## config.mk

```make
export PLATFORM = sky130hd
export DESIGN_NAME = fpnew_result_buffer
export DESIGN_NICKNAME = d
export VERILOG_FILES = /design/src/rtl/fpnew_result_buffer.sv
export SDC_FILE = /design/constraint.sdc
export NUM_CORES = 1
export LEC_CHECK = 0
export BUFFER_PORTS_ARGS = -buffer_cell sky130_fd_sc_hd__buf_2
export CAP_MARGIN = 20
export CORE_AREA = 2 2 163 165
export CTS_CLUSTER_DIAMETER = 100
export CTS_CLUSTER_SIZE = 25
export DETAILED_ROUTE_END_ITERATION = 7
export DIE_AREA = 0 0 165 167
export GPL_TIMING_DRIVEN = 0
export PLACE_DENSITY = 0.65
export SYNTH_ARGS = -nofsm -noshare
export SYNTH_HDL_FRONTEND = slang
export SYNTH_SLANG_ARGS = --single-unit
```

## constraint.sdc

```tcl
create_clock -name clk_i -period 2.9 [get_ports clk_i]
set_input_delay 0.435 -clock clk_i [delete_from_list [all_inputs] [get_ports clk_i]]
set_output_delay 0.435 -clock clk_i [all_outputs]
set_load 0.01 [all_outputs]
```

## src/rtl/fpnew_result_buffer.sv

```systemverilog
// Result buffer behind the FPU wrapper: captures unthrottled result pulses,
// re-presents them with valid/ready and throttles issue via credits.
module fpnew_result_buffer #(
  parameter int unsigned Width    = 64,
  parameter int unsigned TagWidth = 1,
  parameter int unsigned Depth    = 4
) (
  input  logic                clk_i,
  input  logic                rst_ni,
  input  logic                flush_i,
  input  logic                issue_valid_i,
  input  logic                issue_ready_i,
  output logic                issue_allow_o,
  input  logic                fpu_valid_i,
  input  logic [Width-1:0]    fpu_result_i,
  input  logic [4:0]          fpu_status_i,
  input  logic [TagWidth-1:0] fpu_tag_i,
  output logic                out_valid_o,
  input  logic                out_ready_i,
  output logic [Width-1:0]    result_o,
  output logic [4:0]          status_o,
  output logic [TagWidth-1:0] tag_o,
  output logic [4:0]          fflags_o,
  input  logic                fflags_clr_i,
  output logic                error_o
);

  localparam int unsigned CW = $clog2(Depth + 1);
  localparam int unsigned PW = $clog2(Depth);
  localparam logic [PW-1:0] LastPtr = PW'(Depth - 1);
  localparam logic [CW-1:0] Full = CW'(Depth);

  logic [Width-1:0]    res_q [Depth];
  logic [4:0]          st_q  [Depth];
  logic [TagWidth-1:0] tag_q [Depth];

  logic [PW-1:0] rd_ptr_q, wr_ptr_q;
  logic [CW-1:0] count_q, outst_q;
  logic          issue_fire, push, pop, full, wr_en;
  logic          overflow, underflow;
  logic [CW:0]   credit_used;

  assign issue_fire = issue_valid_i & issue_ready_i;
  assign push       = fpu_valid_i & ~flush_i;
  assign pop        = out_valid_o & out_ready_i & ~flush_i;
  assign full       = (count_q == Full);
  // A pop frees the head slot, so a push into a full buffer still fits.
  assign wr_en      = push & (~full | pop);
  assign overflow   = push & full & ~pop;
  assign underflow  = push & ~issue_fire & (outst_q == '0) & ~flush_i;

  assign credit_used   = {1'b0, outst_q} + {1'b0, count_q};
  assign issue_allow_o = (credit_used < (CW + 1)'(Depth));

  assign out_valid_o = (count_q != '0);
  assign result_o    = out_valid_o ? res_q[rd_ptr_q] : '0;
  assign status_o    = out_valid_o ? st_q[rd_ptr_q]  : '0;
  assign tag_o       = out_valid_o ? tag_q[rd_ptr_q] : '0;

  always_ff @(posedge clk_i) begin
    if (wr_en) begin
      res_q[wr_ptr_q] <= fpu_result_i;
      st_q[wr_ptr_q]  <= fpu_status_i;
      tag_q[wr_ptr_q] <= fpu_tag_i;
    end
  end

  always_ff @(posedge clk_i) begin
    if (!rst_ni) begin
      rd_ptr_q <= '0;
      wr_ptr_q <= '0;
      count_q  <= '0;
      outst_q  <= '0;
      fflags_o <= '0;
      error_o  <= 1'b0;
    end else begin
      if (overflow || underflow) error_o <= 1'b1;

      if (fflags_clr_i) fflags_o <= '0;
      else if (pop)     fflags_o <= fflags_o | status_o;

      if (flush_i) begin
        rd_ptr_q <= '0;
        wr_ptr_q <= '0;
        count_q  <= '0;
        outst_q  <= '0;
      end else begin
        if (wr_en)
          wr_ptr_q <= (wr_ptr_q == LastPtr) ? '0 : wr_ptr_q + 1'b1;
        if (pop)
          rd_ptr_q <= (rd_ptr_q == LastPtr) ? '0 : rd_ptr_q + 1'b1;
        if (wr_en && !pop)      count_q <= count_q + 1'b1;
        else if (pop && !wr_en) count_q <= count_q - 1'b1;

        if (issue_fire && !push)
          outst_q <= outst_q + 1'b1;
        else if (push && !issue_fire && outst_q != '0)
          outst_q <= outst_q - 1'b1;
      end
    end
  end

endmodule

```

==> results.py, run 1 <==
metrics = {
    "worst_hold_path": {
        "hp-start": "fpu_result_i[32]",
        "whs_path_depth": 1,
        "hp-class": "input pin to register",
    },
    "drt": {
        "routed_via_density": 5.23,
        "drc_errors": 0,
        "routed_wl_microns": 21800,
        "drt_first_pass_iters": 4,
        "drt_iter0_drc": 275,
        "wl_per_cell_microns": 20.6,
        "antenna_left": 0,
        "vias": 5518,
    },
    "synth": {
        "synth.avg_cell_area_sq_um": 21.5,
        "syn_inst": 535,
        "yosys.area_share.simple": 0.0564,
        "synth-compound-area-share": 0.0104,
        "synth_top_family_by_area": "multiplexers",
        "yosysWarnings": 0,
        "synth_nets": 623,
        "yosysSeqAreaShare": 0.763,
        "synthesis.area_sq_um": 11500,
        "synth_mux_area_frac": 0.140,
        "ys_types": 31,
        "synthAdderAreaFrac": 0.0122,
        "synth-seq-cells": 298,
        "synth_xor_xnor_area_share": 0.00152,
    },
    "clocking": {
        "path_clk_slew_ps": 100,
        "root_buffer": "clkbuf_16",
        "cts_setup_buffers": 0,
        "cts_max_level": 1,
        "clk_path_buf_depth": 3,
        "cts_tree": "yes",
        "clock_latency_ps": 500,
        "numCtsBuffers": 15,
        "clock_sinks": 298,
        "cts_hold_buf": 0,
        "cts_resized": 0,
    },
    "power": {
        "vdd_drop_max_mv": 0.396,
        "total_power_w": 0.00752,
        "power_density_nw_per_um2": 568,
        "power.leakage_nw": 4.57,
    },
    "timing": {
        "hold_viol_final": 0,
        "rsz0062_at_grt": "no",
        "fin_crit_sh": 0.896,
        "tightest_slew_ps": 795,
        "fmax_ghz": 0.385,
        "finClkSkew_ps": 20.1,
        "setup_viol": 0,
        "period_minus_slack_ps": 2600,
        "relSlewSlack": 0.463,
        "tns_ps": 0,
        "drv_slew": 0,
    },
    "final_layout": {
        "nets": 798,
        "design_area_sq_um": 13200,
        "instances_no_fill": 1055,
        "drive_above_1_share": 0.378,
        "final_core_util": 0.514,
        "areaGrowthSynthToFinish_pct": 15.1,
    },
    "global_route": {
        "antenna_found_initial": 5,
        "grt_pass1_wl_microns": 33100,
        "grt_usage": 0.159,
        "grt_overflow": 0,
        "grt_pass1_vias": 5900,
        "grt_max_degree": 46,
    },
    "status": {
        "outcome": "completed",
    },
    "placed_design": {
        "hpwlAfterDp_microns": 14100,
        "place_area_sq_um": 12800,
        "place_congestion": 0.779,
        "io_buffers": 155,
        "place_inst": 1029,
    },
    "flow_run": {
        "drv_cap": 0,
    },
    "worst_setup_path": {
        "required_ps": 2470,
        "cp_max_fo": 10,
        "worst_r2r_path_depth": 8,
        "cp-end-kind": "output pin",
        "path_class": "register to output pin",
        "worstSetupStartpointType": "register",
        "cp_data_arrival_time_ps": 2160,
        "r2r_start": "count_q[0]",
    },
    "die": {
        "core_area_sq_um": 25800,
        "die_area_sq_um": 27600,
        "io-pin-count": 156,
        "placementRows": 59,
        "fp.dieH_microns": 167,
        "die_x_microns": 165,
        "initial_core_util": 0.446,
    },
}
## report_power, final
part	total, W	internal [W]	switching (W)
sequential	0.00478	0.00476	0.0000188
clock	0.00226	0.00102	0.00124
combinational	0.000482	0.000212	0.000269
## worst max-delay path, cell delays in order (launching register included)
cell and delay [ps]:
dfxtp_1 590, buf_2 380, mux4_2 350, and2_1 200, buf_2 150
## through the flow
step                      worst slack, ps  hold slack [ps]
after global routing                  109              120
after floorplan                       629              463
final                                 302              141
after CTS                            57.8              121
after global placement               -267              442
after detailed placement              319              451
## path summary, 6_finish.rpt
check                                    end  slack (ps)
worst max register to register    count_q[2]         360
worst max-delay path            result_o[51]         300
worst min register to register       error_o         470
worst min-delay path            res_q[3][32]         140
## cell usage after synthesis
cell type	instances	share of area
buf_6	7	0.0069
or3_1	3	0.0016
ha_1	8	0.0087
nand3b_2	1	0.00098
nor3_1	5	0.0022
mux4_2	65	0.13
nor4b_1	1	0.00076
nand2b_1	2	0.0011
edfxtp_1	280	0.73
nor2b_1	2	0.0011
nor3b_1	1	0.00065
nand2_1	4	0.0013
inv_1	4	0.0013
o21ai_0	5	0.0022
dfxtp_1	18	0.031
buf_12	1	0.0017
and2_1	71	0.039
o21a_1	2	0.0013
a21oi_1	6	0.0026
and2_2	5	0.0033
fa_1	2	0.0035
nor4_1	2	0.0011
clkbuf_1	9	0.0029
nor2_1	6	0.0020
and3_1	2	0.0011
nand3b_1	1	0.00065
a22o_2	5	0.0044
xor2_1	2	0.0015
mux4_1	5	0.011
mux2i_1	2	0.0017
buf_2	8	0.0035
## cell usage in the layout (no fill, tap or decap), types with 3 or more instances in the layout
cell       Yosys  routed
mux4_2        65      65
buf_16         0       3
nor3_1         5       5
inv_1          4       4
nor2_1         6       6
and2_1        71      67
a22o_2         5       5
clkbuf_16      0      15
buf_2          8     163
mux4_1         5       5
or3_1          3       3
and2_4         0       4
o21ai_0        5       5
edfxtp_1     280     280
a21oi_1        6       6
ha_1           8       8
and2_2         5       5
buf_6          7       7
dfxtp_1       18      18
nand2_1        4       4
clkbuf_1       9      17
## logic make-up (layout without fill, tap and decap cells)
logic type      after synthesis  after routing
compound gates               18             18
xor+xnor                      2              2
fa+ha+maj                    10             10
buf+inv                      29            213
flops                       298            298
mux                          72             72
other cells                   0              1
simple gates                106            106
## area by class of cell
class | count | area, sq um
clock inverter | 1 | 8.76
fill | 2085 | 12500
buffer | 24 | 169
sequential | 298 | 8770
multi-input combinational | 208 | 2550
antenna | 1 | 2.50
tap | 335 | 419
timing repair buffer | 159 | 878
inverter | 4 | 15.0
clock buffer | 25 | 423
## sequential cells by signal, indices dropped and copies added (netlist names), named ones only
register,flops
fflags_o,5
tag_q,4
outst_q,3
count_q,3
st_q,20
wr_ptr_q,2
error_o,1
res_q,256
rd_ptr_q,2
## metal layers
| metal | vias up | wire length (microns) | GRT usage |
|---|---|---|---|
| met1 | 2844 | 9090 | 0.206 |
| met2 | 135 | 11100 | 0.276 |
| met3 | 27 | 1250 | 0.0331 |
| li1 | 2504 | - | - |
| met4 | 8 | 256 | 0.0340 |
| met5 | - | 47 | 0 |
No activity file was read; power rests on OpenSTA's default activity.
==> inputs of run 2 (changes only) <==
--- a/config.mk
+++ b/config.mk
@@ -8,6 +8,7 @@
 export BUFFER_PORTS_ARGS = -buffer_cell sky130_fd_sc_hd__buf_2
 export CAP_MARGIN = 20
 export CORE_AREA = 2 2 163 165
+export CTS_BUF_LIST = sky130_fd_sc_hd__clkbuf_8
 export CTS_CLUSTER_DIAMETER = 100
 export CTS_CLUSTER_SIZE = 25
 export DETAILED_ROUTE_END_ITERATION = 7
==> run 2 against run 1 <==
  * Sequential share of layout area rose by 0.86 points
  * Register-to-register slack hardly changed
  * Cell area decreased by 1.3%
==> results.py, run 2 (synthesis gave the netlist of run 1 again) <==
metrics = {
    "status": {
        "outcome": "completed",
    },
    "worst_setup_path": {
        "cp_top_family": "flip-flops",
        "cp-end-kind": "output pin",
        "path_buf_inv": 2,
        "worst_path_max_delay_cell": "dfxtp_1",
        "cp_data_arrival_time_ps": 2230,
        "cp_cell_sequence": "buf_2 -> mux4_2 -> and2_1 -> buf_2",
        "path_class": "register to output pin",
        "max_stage_delay_ps": 610,
        "crit_top_cell": "buf_2",
        "worstSetupStartpointType": "register",
        "required_ps": 2470,
        "cp_max_fo": 10,
    },
    "drt": {
        "drc_errors": 0,
        "antenna_left": 0,
        "wl_per_cell_microns": 20.6,
        "vias": 5495,
        "routed_wl_microns": 21700,
        "routed_via_density": 5.21,
        "drt_iter0_drc": 258,
        "drt_first_pass_iters": 6,
    },
    "final_layout": {
        "fillers": 2093,
        "drive_above_1_share": 0.378,
        "nets": 798,
        "largest_reg_flops": 256,
        "final_common_cell": "edfxtp_1",
        "top_register": "res_q",
        "areaGrowthSynthToFinish_pct": 13.6,
        "final_cell_mix": "edfxtp_1 (280), buf_2 (163), and2_1 (67), mux4_2 (65), dfxtp_1 (18)",
        "largestRegisters": "res_q x256, st_q x20, fflags_o x5",
        "instances_no_fill": 1055,
    },
    "clocking": {
        "cts_max_level": 1,
        "numCtsBuffers": 15,
        "clock_latency_ps": 540,
        "cts_tree": "yes",
        "clk_path_buf_depth": 3,
        "clock_sinks": 298,
        "path_clk_slew_ps": 150,
        "root_buffer": "clkbuf_8",
    },
    "placed_design": {
        "io_buffers": 155,
        "place_inst": 1029,
        "hpwlAfterDp_microns": 14100,
        "place_congestion": 0.779,
        "place_ws_ps": 319,
    },
    "timing": {
        "layout_setup_ws_ps": 238,
        "fin_crit_sh": 0.918,
        "relSlewSlack": 0.479,
        "setup_viol": 0,
        "finClkSkew_ps": 38.1,
        "hold_viol_final": 0,
        "drv_slew": 0,
        "tightest_slew_ps": 770,
        "fmax_ghz": 0.376,
        "period_minus_slack_ps": 2660,
        "rsz0062_at_grt": "no",
    },
    "global_route": {
        "grt_overflow": 0,
        "grt_max_degree": 46,
        "grt_usage": 0.158,
        "antenna_found_initial": 5,
        "grt_pass1_vias": 5886,
        "grt_pass1_wl_microns": 32900,
    },
    "die": {
        "die_area_sq_um": 27600,
        "fp.dieH_microns": 167,
        "die_x_microns": 165,
        "io-pin-count": 156,
        "placementRows": 59,
        "core_area_sq_um": 25800,
        "initial_core_util": 0.446,
    },
    "power": {
        "vdd_drop_max_mv": 0.364,
        "power.leakage_nw": 4.52,
        "power_density_nw_per_um2": 533,
    },
    "flow_run": {
        "drv_cap": 0,
    },
    "worst_hold_path": {
        "hp-class": "input pin to register",
    },
}
## run 2: cell count changes in the layout (fill, tap and decap cells not counted), sizes merged
cell	previous run	this run
clkbuf	33	24
clkinvlp	0	1
inv	5	13
## run 2: layer usage
layer  track usage  routed length [microns]  vias to the layer above
met3        0.0324                     1160                       25
met4        0.0336                      283                        8
met5             0                       47                        -
li1              -                        -                     2499
met2         0.274                    11000                      124
met1         0.206                     9170                     2839
## run 2: path summary, 6_finish.rpt
check                       to  depth (start not counted)  slack, ps        startpoint
setup / recovery  result_o[51]                          4        240          register
hold / removal    res_q[3][32]                          1         90  fpu_result_i[32]
setup reg to reg    count_q[2]                          8        370        count_q[0]
hold reg to reg        error_o                          1        480           error_o
## run 2: metrics by stage
step                hold slack [ps]  TNS, ps  instance area [sq um]  utilization  total power, W
floorplan                       463        0                  11500            -         0.00512
detailed placement              451        0                  12800        0.497         0.00537
finish                         91.8        0                  13100        0.507         0.00697
global placement                442   -73130                  12700        0.493         0.00534
CTS                            52.0        0                  13100        0.507         0.00706
global route                   47.7        0                  13100        0.507         0.00725
## run 2: power by group
| part | switching [W] | internal [W] |
|---|---|---|
| sequential | 0.0000187 | 0.00477 |
| combinational | 0.000270 | 0.000213 |
| clock | 0.00117 | 0.000525 |
## run 2: what timing repair did
action                                  4_1_cts  5_1_grt
hold buffers                                  0        0
endpoints found under the setup margin        2        0
gates resized for setup                       0        0
buffers inserted                              0        0
## run 2: final cells by class
type                    instances  area [sq um]  share of cell area
flip-flops and latches        298          8770               0.671
multi-input cells             208          2550               0.195
repair buffers                159           878              0.0672
well taps                     335           419              0.0321
clock buffers                  16           220              0.0169
plain buffers                  24           169              0.0129
clock inverters                10          41.3             0.00316
inverters                       4          15.0             0.00115
diodes                          1          2.50            0.000192
## run 2: worst reg2reg max path, stage by stage (launching register included)
cell,delay [ps]
dfxtp_1,390
nor4b_1,700
nor2_1,300
ha_1,310
inv_1,70
fa_1,170
xor2_1,70
or3_1,310
a21oi_1,140
